[src/rtl/i2s_audio_tx.sv]
// I2S transmitter: one-entry {L,R} holding buffer feeding a 32-slot frame,
// MSB first with the standard one-BCK delay after each word-select change.
module i2s_audio_tx #(
  parameter int DIV = 4
) (
  input  logic        clk,
  input  logic        reset_n,
  input  logic [15:0] left_in,
  input  logic [15:0] right_in,
  input  logic        sample_valid,
  output logic        sample_ready,
  output logic        i2s_bck,
  output logic        i2s_lrck,
  output logic        i2s_data,
  output logic        frame_start,
  output logic        underrun
);

  localparam logic [7:0] DIV_M1 = 8'(DIV - 1);

  logic [7:0]  r_div_cnt;
  logic        r_bck;
  logic [4:0]  r_k;
  logic [31:0] r_word;
  logic [31:0] r_buf;
  logic        r_full;
  logic        r_ready_en;
  logic        r_lrck;
  logic        r_data;
  logic        r_frame_start;
  logic        r_underrun;

  logic        w_tick;
  logic        w_fall;
  logic [4:0]  w_k_next;
  logic        w_load;
  logic        w_accept;
  logic [4:0]  w_idx;

  assign w_tick   = (r_div_cnt == DIV_M1);
  assign w_fall   = w_tick && r_bck;
  assign w_k_next = r_k + 5'd1;
  assign w_load   = w_fall && (w_k_next == 5'd0);
  // Handshake: a sample transfers on any rising clk where sample_valid and
  // sample_ready are both high; ready never depends on valid.
  assign w_accept = sample_valid && sample_ready;
  // Slot k carries W[(32-k) mod 32]; slot 0 reads the word before the load.
  assign w_idx    = 5'd0 - w_k_next;

  assign sample_ready = r_ready_en && !r_full;
  assign i2s_bck      = r_bck;
  assign i2s_lrck     = r_lrck;
  assign i2s_data     = r_data;
  assign frame_start  = r_frame_start;
  assign underrun     = r_underrun;

  always_ff @(posedge clk) begin
    if (!reset_n) begin
      r_div_cnt     <= 8'd0;
      r_bck         <= 1'b0;
      r_k           <= 5'd31;
      r_word        <= 32'd0;
      r_buf         <= 32'd0;
      r_full        <= 1'b0;
      r_ready_en    <= 1'b0;
      r_lrck        <= 1'b0;
      r_data        <= 1'b0;
      r_frame_start <= 1'b0;
      r_underrun    <= 1'b0;
    end else begin
      r_ready_en    <= 1'b1;
      r_frame_start <= 1'b0;
      r_underrun    <= 1'b0;

      if (w_tick) begin
        r_div_cnt <= 8'd0;
        r_bck     <= !r_bck;
      end else begin
        r_div_cnt <= r_div_cnt + 8'd1;
      end

      if (w_fall) begin
        r_k    <= w_k_next;
        r_lrck <= w_k_next[4];
        r_data <= r_word[w_idx];
      end

      // A load that finds the buffer empty repeats the previous word.
      if (w_load) begin
        r_frame_start <= 1'b1;
        if (r_full) begin
          r_word <= r_buf;
          r_full <= 1'b0;
        end else begin
          r_underrun <= 1'b1;
        end
      end

      // Accept only happens with r_full=0, so it never races the clear above.
      if (w_accept) begin
        r_buf  <= {left_in, right_in};
        r_full <= 1'b1;
      end
    end
  end

endmodule

[config.mk]
export PLATFORM = sky130hd
export DESIGN_NAME = i2s_audio_tx
export DESIGN_NICKNAME = d
export VERILOG_FILES = /design/src/rtl/i2s_audio_tx.sv
export SDC_FILE = /design/constraint.sdc
export NUM_CORES = 1
export LEC_CHECK = 0
export BUFFER_PORTS_ARGS = -buffer_cell sky130_fd_sc_hd__buf_4
export CORE_AREA = 4 4 90 92
export CTS_BUF_LIST = sky130_fd_sc_hd__clkbuf_2 sky130_fd_sc_hd__clkbuf_4 sky130_fd_sc_hd__clkbuf_8
export DETAILED_ROUTE_END_ITERATION = 8
export DIE_AREA = 0 0 94 96
export PLACE_DENSITY = 0.68
export SLEW_MARGIN = 20
export SYNTH_ARGS = -nofsm -noshare
export SYNTH_HDL_FRONTEND = slang
export SYNTH_SLANG_ARGS = --single-unit
[constraint.sdc]
create_clock -name clk -period 3 [get_ports clk]
set_input_delay 0.15 -clock clk [delete_from_list [all_inputs] [get_ports clk]]
set_output_delay 0.15 -clock clk [all_outputs]
set_load 0.02 [all_outputs]
==> metrics, run 1 <==
clock root cell clkbuf_8; # H-tree levels 3; LEAKAGE 1.59 nW; crit-path max FO 12; flop and latch count out of synthesis 84; status complete, no violations; Yosys cell types 39; Fillers 660; final setup TNS 0 ns; Routed WL 6330 um; Layout area overhead 15.9%; Syn Inst Count 394; PnR Total Power 2.23 mW; grt total ovfl 0; initial antenna violation count 0; worst skew pair latency 0.35 ns; num ports 41; # rows 31; Synthesized Nets 432; worst vdd ir 0.270 mV; top cells by count, synth nand2_1 (139), dfxtp_1 (84), a21boi_0 (34); Reg2Reg Setup Slack 0.66 ns; synthesized area 3550 sq um; f_max 0.428 GHz; share of the synthesized area in the top cell type 47.4%; Flop pwr share 52.1%; Relative slew margins 59.4%; Int Power 1.76 mW; Post-CTS Setup Bufs 0; Worst Skew 0.00657 ns; Vias 2642; most common cell in the netlist nand2_1; worst slew pin tran 0.608 ns; met2 wire len 2880 um; utilization after layout 57.0%; die span in y 96 um; CTS tree yes; wire length per cell 12.0 um; cell taking the most area after synthesis dfxtp_1; crit start category register; worst path arrival time 2.57 ns; post-synthesis sequential area ratio 47.4%; top layer in use met4; IO buf count 40; 1st-pass router iterations 4; first-pass GRT wire length 10900 um; WL met3 280 um; R2R cell count 5; number of synthesized flops with an enable pin 0; residual DRC count 0; RD Place Congestion 0.770; core area 7210 sq um; final setup violation count 0; CP endpoint kind register; hold path cells 3; final hold violations 0; Seq. cell area 1680 sq um; die area 9020 sq um; GRT Util Overall 15.4%; CTS sink cnt 84; Hold WS 0.0496 ns; Avg Cell Area, Syn 9.01 sq um; share of cells above drive strength 1 16.3%; PwrDens 542 nW/um^2; Switching Share 21.1%; Layout Nets 462; Synth area leaders dfxtp_1 (47%), nand2_1 (15%), a21boi_0 (7.2%), a21boi_1 (6.3%), mux4_1 (5.9%); Async SR Flop Fraction 0%; part of the cycle the worst path needs 77.9%; YS warnings 0; Via density 5.00; # resized after CTS 0; Setup CP Type reg2reg; Worst Path Required 3.23 ns; wl on met1 3040 um; Worst Hold Class in2reg; initial core utilization 49.2%; CTS Hold Bufs 0; multi-input logic area 1720 sq um; remaining antenna violation count 0; clock power share 41.9%; hpwl dp 4210 um; # diodes 0; number of global-route vias before repair 2419; clock edge transition at the registers on the reported setup and hold paths 0.08 ns; Final min period 2.34 ns; First DRT Iteration DRCs 139; RSZ-0062 raised after global routing false; Die X 94 um; combinational power share 6.0%; Max clock buf depth 2; Sw Pwr 0.469 mW; # Max-Cap Violations 0; Main synth FF type dfxtp_1; Pins Over Slew Limit 0; pin count of the biggest net entering global routing 79; cts bufs inserted 9
## worst paths after layout
check              from        end
min          left_in[3]  r_buf[19]
min reg2reg   r_word[4]  r_word[4]
max reg2reg      r_k[1]   i2s_data
max              r_k[1]   i2s_data
## power groups by stage
stage          Sequential (mW)  Combinational, mW  Clock [mW]
5_1_grt                   1.16              0.153        1.01
6_report                  1.16              0.134       0.934
2_1_floorplan             1.18             0.0825           0
3_5_place_dp              1.19              0.137           0
3_3_place_gp              1.19              0.135           0
4_1_cts                   1.16              0.137       0.954
## cells by family after synthesis
family / Yosys count / synth area share (%)
muxes: 11 / 6.81
adders and majority gates: 3 / 1.06
buffers and inverters: 29 / 4.27
xor gates and xnor gates: 12 / 2.96
DFF: 84 / 47.4
AOI/OAI and AO/OA: 77 / 16.1
and+or+nand+nor: 178 / 21.4
## state kept, by name, summed over array words and instances (netlist names)
name         count
r_div_cnt        8
r_k              5
i2s_data         1
i2s_bck          1
r_ready_en       1
r_buf           32
r_word          32
frame_start      1
r_full           1
i2s_lrck         1
underrun         1
## per-layer routing
| layer | vias up | track usage (%) |
|---|---|---|
| met2 | 41 | 25.3 |
| li1 | 1370 | - |
| met4 | 0 | 7.22 |
| met3 | 13 | 4.46 |
| met5 | - | 0 |
| met1 | 1218 | 18.7 |
## area by class of cell
| type | count | share of cell area [%] |
|---|---|---|
| Multi-Input combinational cell | 281 | 41.8 |
| Sequential cell | 84 | 40.9 |
| Timing Repair Buffer | 45 | 8.21 |
| Clock buffer | 13 | 4.20 |
| Tap cell | 99 | 3.01 |
| Clock inverter | 3 | 1.64 |
| Inverter | 3 | 0.274 |
## worst max-delay path, cell delays in order (launching register included)
cell and delay, ns:
dfxtp_1 0.37, ha_1 0.62, mux4_1 0.60, mux2_2 0.27
o311ai_1 0.24, a31oi_1 0.11
## stage by stage
| stage | cells | cell area [sq um] | setup slack (ns) |
|---|---|---|---|
| CTS | 528 | 4110 | 0.666 |
| global placement | 512 | 3870 | 0.766 |
| finish | 528 | 4110 | 0.664 |
| detailed placement | 512 | 3870 | 0.677 |
| floorplan | 394 | 3550 | 0.980 |
| global route | 528 | 4110 | 0.523 |
## layout by cell type, fill, tap and decap left out, drive strengths merged, types with 5 or more instances in the layout
cell | synthesis | routed
dfxtp | 84 | 84
nor2 | 9 | 9
nand3 | 8 | 8
a21boi | 65 | 65
mux4 | 8 | 8
nand2 | 139 | 139
buf | 7 | 45
xor2 | 7 | 7
clkbuf | 19 | 13
and3 | 8 | 8
xnor2 | 5 | 5
No activity file was read; power rests on OpenSTA's default activity.
==> run 2, diff against run 1 <==
- clock period: 3 -> 2.3 ns (I/O delays scaled with it)
==> metrics, run 2 (synthesis results as in run 1) <==
Die X 94 um; worst skew pair latency 0.34 ns; Worst Path Required 2.52 ns; Layout Nets 465; PnR Total Power 2.76 mW; pin count of the biggest net entering global routing 79; worst path arrival time 2.33 ns; Worst Skew 0.00815 ns; First DRT Iteration DRCs 131; wire length per cell 12.1 um; most frequent cells in the layout nand2_1 (139), dfxtp_1 (84), buf_4 (46); initial antenna violation count 0; RD Place Congestion 0.756; residual DRC count 0; Slowest-stage cell, CP mux4_1; # rows 31; Top delay family on crit path multiplexers; # H-tree levels 3; biggest cell delay along the critical path 0.58 ns; RSZ-0062 raised after global routing false; final setup TNS 0 ns; Final min period 2.11 ns; hpwl dp 4230 um; utilization after layout 57.2%; # Max-Cap Violations 0; final hold violations 0; cts bufs inserted 9; clock edge transition at the registers on the reported setup and hold paths 0.08 ns; die area 9020 sq um; CTS sink cnt 84; Pins Over Slew Limit 0; Post-CTS Setup Bufs 0; post-place instance area 3920 sq um; CTS Hold Bufs 0; Worst Hold Class in2reg; Relative slew margins 58.6%; num ports 41; Top Registers r_buf (32), r_word (32), r_div_cnt (8); remaining antenna violation count 0; pre-CTS setup slack 0.234 ns; part of the cycle the worst path needs 91.9%; PwrDens 668 nW/um^2; clock root cell clkbuf_8; LEAKAGE 1.60 nW; Setup CP Type reg2reg; f_max 0.473 GHz; worst slew pin tran 0.621 ns; crit-path max FO 7; CP Cell Sequence ha_1 > mux4_1 > mux2_2 > o311ai_1 > a31oi_1; number of global-route vias before repair 2550; initial core utilization 49.2%; Final WS setup 0.187 ns; status complete, no violations; final setup violation count 0; worst vdd ir 0.338 mV; Vias 2646; # resized after CTS 0; die span in y 96 um; Non-Filler Instances 531; crit start category register; CP endpoint kind register; commonest non-fill, non-tap cell in the layout nand2_1; Crit path buffers/inverters 0; # diodes 0; GRT Util Overall 15.7%; CTS tree yes; 1st-pass router iterations 4; Routed WL 6440 um; Final Cell Area 4120 sq um; Layout area overhead 16.2%; Via density 4.98; share of cells above drive strength 1 16.7%; first-pass GRT wire length 11300 um; grt total ovfl 0; core area 7210 sq um; IO buf count 40; Post-Place Cells 515; Max clock buf depth 2; Hold WS 0.0208 ns
-- run 2: changes by cell type in the layout (fill, tap and decap cells not counted), sizes merged --
cell,delta
buf,+3
bufinv,-1
clkinv,+1
-- run 2: report_power, final --
group / leakage, nW / internal (mW) / switching [mW]
Sequential: 0.681 / 1.49 / 0.0239
Combinational: 0.815 / 0.0928 / 0.0863
Clock: 0.104 / 0.571 / 0.492
-- run 2: per-layer routing --
metal  track usage, %  vias to the layer above  wire, um  share of wire [%]
li1                 -                     1375         -                  -
met1             19.4                     1227      3170                 49
met2             26.7                       34      2960                 46
met3             3.13                       10       210                3.3
met4             6.50                        0        99                1.5
met5                0                        -         0                  0
-- run 2: worst paths after layout --
path / startpoint / cells past startpoint / slack (ns) / end
min reg2reg: r_buf[28] / 2 / 0.45 / r_word[28]
max reg2reg: r_k[1] / 5 / 0.19 / i2s_data
max: r_k[1] / 5 / 0.19 / i2s_data
min: right_in[6] / 3 / 0.02 / r_buf[6]
-- run 2: area by class of cell --
cell class	count	area, sq um
sequential	84	1680
inverter	3	11.3
multi-input combinational	281	1720
timing repair buffer	48	385
fill	706	3090
clock inverter	3	46.3
clock buffer	13	160
tap	99	124
-- run 2: worst reg2reg max path, cell delays in order (launching register included) --
cell	delay, ns
dfxtp_1	0.36
ha_1	0.39
mux4_1	0.58
mux2_2	0.28
o311ai_1	0.26
a31oi_1	0.12
==> run 3, diff against run 2 <==
- REMOVE_ABC_BUFFERS: default -> 1
==> metrics, run 3 (synthesis results as in run 1) <==
core area 7210 sq um; Setup CP Type reg2reg; Pins Over Slew Limit 0; multi-input logic area 1720 sq um; LEAKAGE 1.63 nW; Crit path buffers/inverters 0; share of cells above drive strength 1 17.0%; clock root cell clkbuf_8; Vias 2637; Layout Nets 469; clock edge transition at the registers on the reported setup and hold paths 0.08 ns; Worst Hold Class in2reg; remaining antenna violation count 0; worst slew pin tran 0.629 ns; CTS tree yes; Fillers 699; f_max 0.461 GHz; final setup TNS 0 ns; # H-tree levels 3; status complete, no violations; final setup violation count 0; Via density 4.93; worst path arrival time 2.40 ns; Routed WL 6450 um; Max clock buf depth 2; grt total ovfl 0; Seq. cell area 1680 sq um; # rows 31; utilization after layout 57.7%; IO buf count 40; wire length per cell 12.1 um; CP Cell Sequence ha_1 > mux4_1 > mux2_2 > o311ai_1 > a31oi_1; 1st-pass router iterations 4; First DRT Iteration DRCs 72; CP endpoint kind register; Slowest-stage cell, CP mux4_1; Die X 94 um; PwrDens 685 nW/um^2; final hold violations 0; commonest non-fill, non-tap cell in the layout nand2_1; # resized after CTS 0; cts bufs inserted 9; initial core utilization 49.2%; num ports 41; worst skew pair latency 0.35 ns; crit-path max FO 7; GRT Util Overall 15.9%; most frequent cells in the layout nand2_1 (139), dfxtp_1 (84), buf_4 (49); pin count of the biggest net entering global routing 79; Top delay family on crit path multiplexers; crit start category register; RD Place Congestion 0.738; number of global-route vias before repair 2576; initial antenna violation count 0; Relative slew margins 58.1%; Layout area overhead 17.4%; Final min period 2.17 ns; Worst Skew 0.00799 ns; RSZ-0062 raised after global routing false; die span in y 96 um; Worst Path Required 2.53 ns; biggest cell delay along the critical path 0.60 ns; part of the cycle the worst path needs 94.4%; CTS sink cnt 84; worst vdd ir 0.517 mV; Top Registers r_buf (32), r_word (32), r_div_cnt (8); # diodes 0; # Max-Cap Violations 0; hpwl dp 4200 um; die area 9020 sq um; residual DRC count 0; first-pass GRT wire length 11400 um
[run 3: cell types whose count changed in the layout (fill, tap and decap cells not counted)]
| cell | before | now |
|---|---|---|
| clkbuf_4 | 3 | 0 |
| buf_12 | 2 | 1 |
| dlygate4sd3_1 | 0 | 2 |
| buf_4 | 46 | 49 |
| bufinv_16 | 1 | 2 |
| clkinvlp_4 | 1 | 0 |
| clkinv_2 | 0 | 2 |
| clkinv_4 | 1 | 2 |
[run 3: per-layer routing]
| metal | wire, um | share of wire, % | track usage [%] |
|---|---|---|---|
| met5 | 0 | 0 | 0 |
| met4 | 82 | 1.3 | 5.05 |
| met3 | 283 | 4.4 | 4.93 |
| met2 | 2950 | 46 | 27.3 |
| met1 | 3130 | 49 | 18.9 |
[run 3: power breakdown]
group | internal (mW) | switching (mW) | total, mW | leakage (nW)
Combinational | 0.0954 | 0.0858 | 0.181 | 0.831
Clock | 0.641 | 0.518 | 1.16 | 0.116
Sequential | 1.49 | 0.0244 | 1.51 | 0.681
[run 3: final cells by class]
| type | instances | area share, % |
|---|---|---|
| flip-flops and latches | 84 | 40.4 |
| clock buffers | 10 | 3.30 |
| clock inverters | 6 | 2.10 |
| inverters | 3 | 0.270 |
| multi-input cells | 281 | 41.2 |
| well taps | 99 | 2.97 |
| repair buffers | 52 | 9.79 |
[run 3: tightest hold or removal path: cells and delay by family]
kind / cells / cell delay (ns)
AO/OA/AOI/OAI: 1 / 0.06
AND/OR/NAND/NOR: 1 / 0.04
buffers and inverters: 1 / 0.11
[run 3: stage by stage]
| stage | instance area, sq um | hold slack, ns | setup slack, ns | power (mW) | cells |
|---|---|---|---|---|---|
| finish | 4170 | 0.0140 | 0.130 | 2.85 | 535 |
| global route | 4170 | 0.00688 | 0.00646 | 2.98 | 535 |
| CTS | 4150 | 0.00463 | 0.136 | 2.88 | 533 |
| detailed placement | 3920 | 0.386 | 0.148 | 1.73 | 517 |
| global placement | 3920 | 0.377 | 0.230 | 1.72 | 517 |
| floorplan | 3410 | 0.143 | 0.0215 | 1.64 | 368 |
[run 3: worst paths after layout]
| path | start | endpoint | slack, ns | depth (start not counted) |
|---|---|---|---|---|
| max | r_k[1] | i2s_data | 0.13 | 5 |
| min | right_in[14] | r_buf[14] | 0.01 | 3 |
| max reg2reg | r_k[1] | i2s_data | 0.13 | 5 |
| min reg2reg | r_buf[30] | r_word[30] | 0.45 | 2 |
[run 3: repair_timing]
| action | in CTS | in global routing |
|---|---|---|
| hold buffers | 0 | 2 |
| buffers inserted | 0 | 0 |
| endpoints found under the hold margin | 0 | 2 |
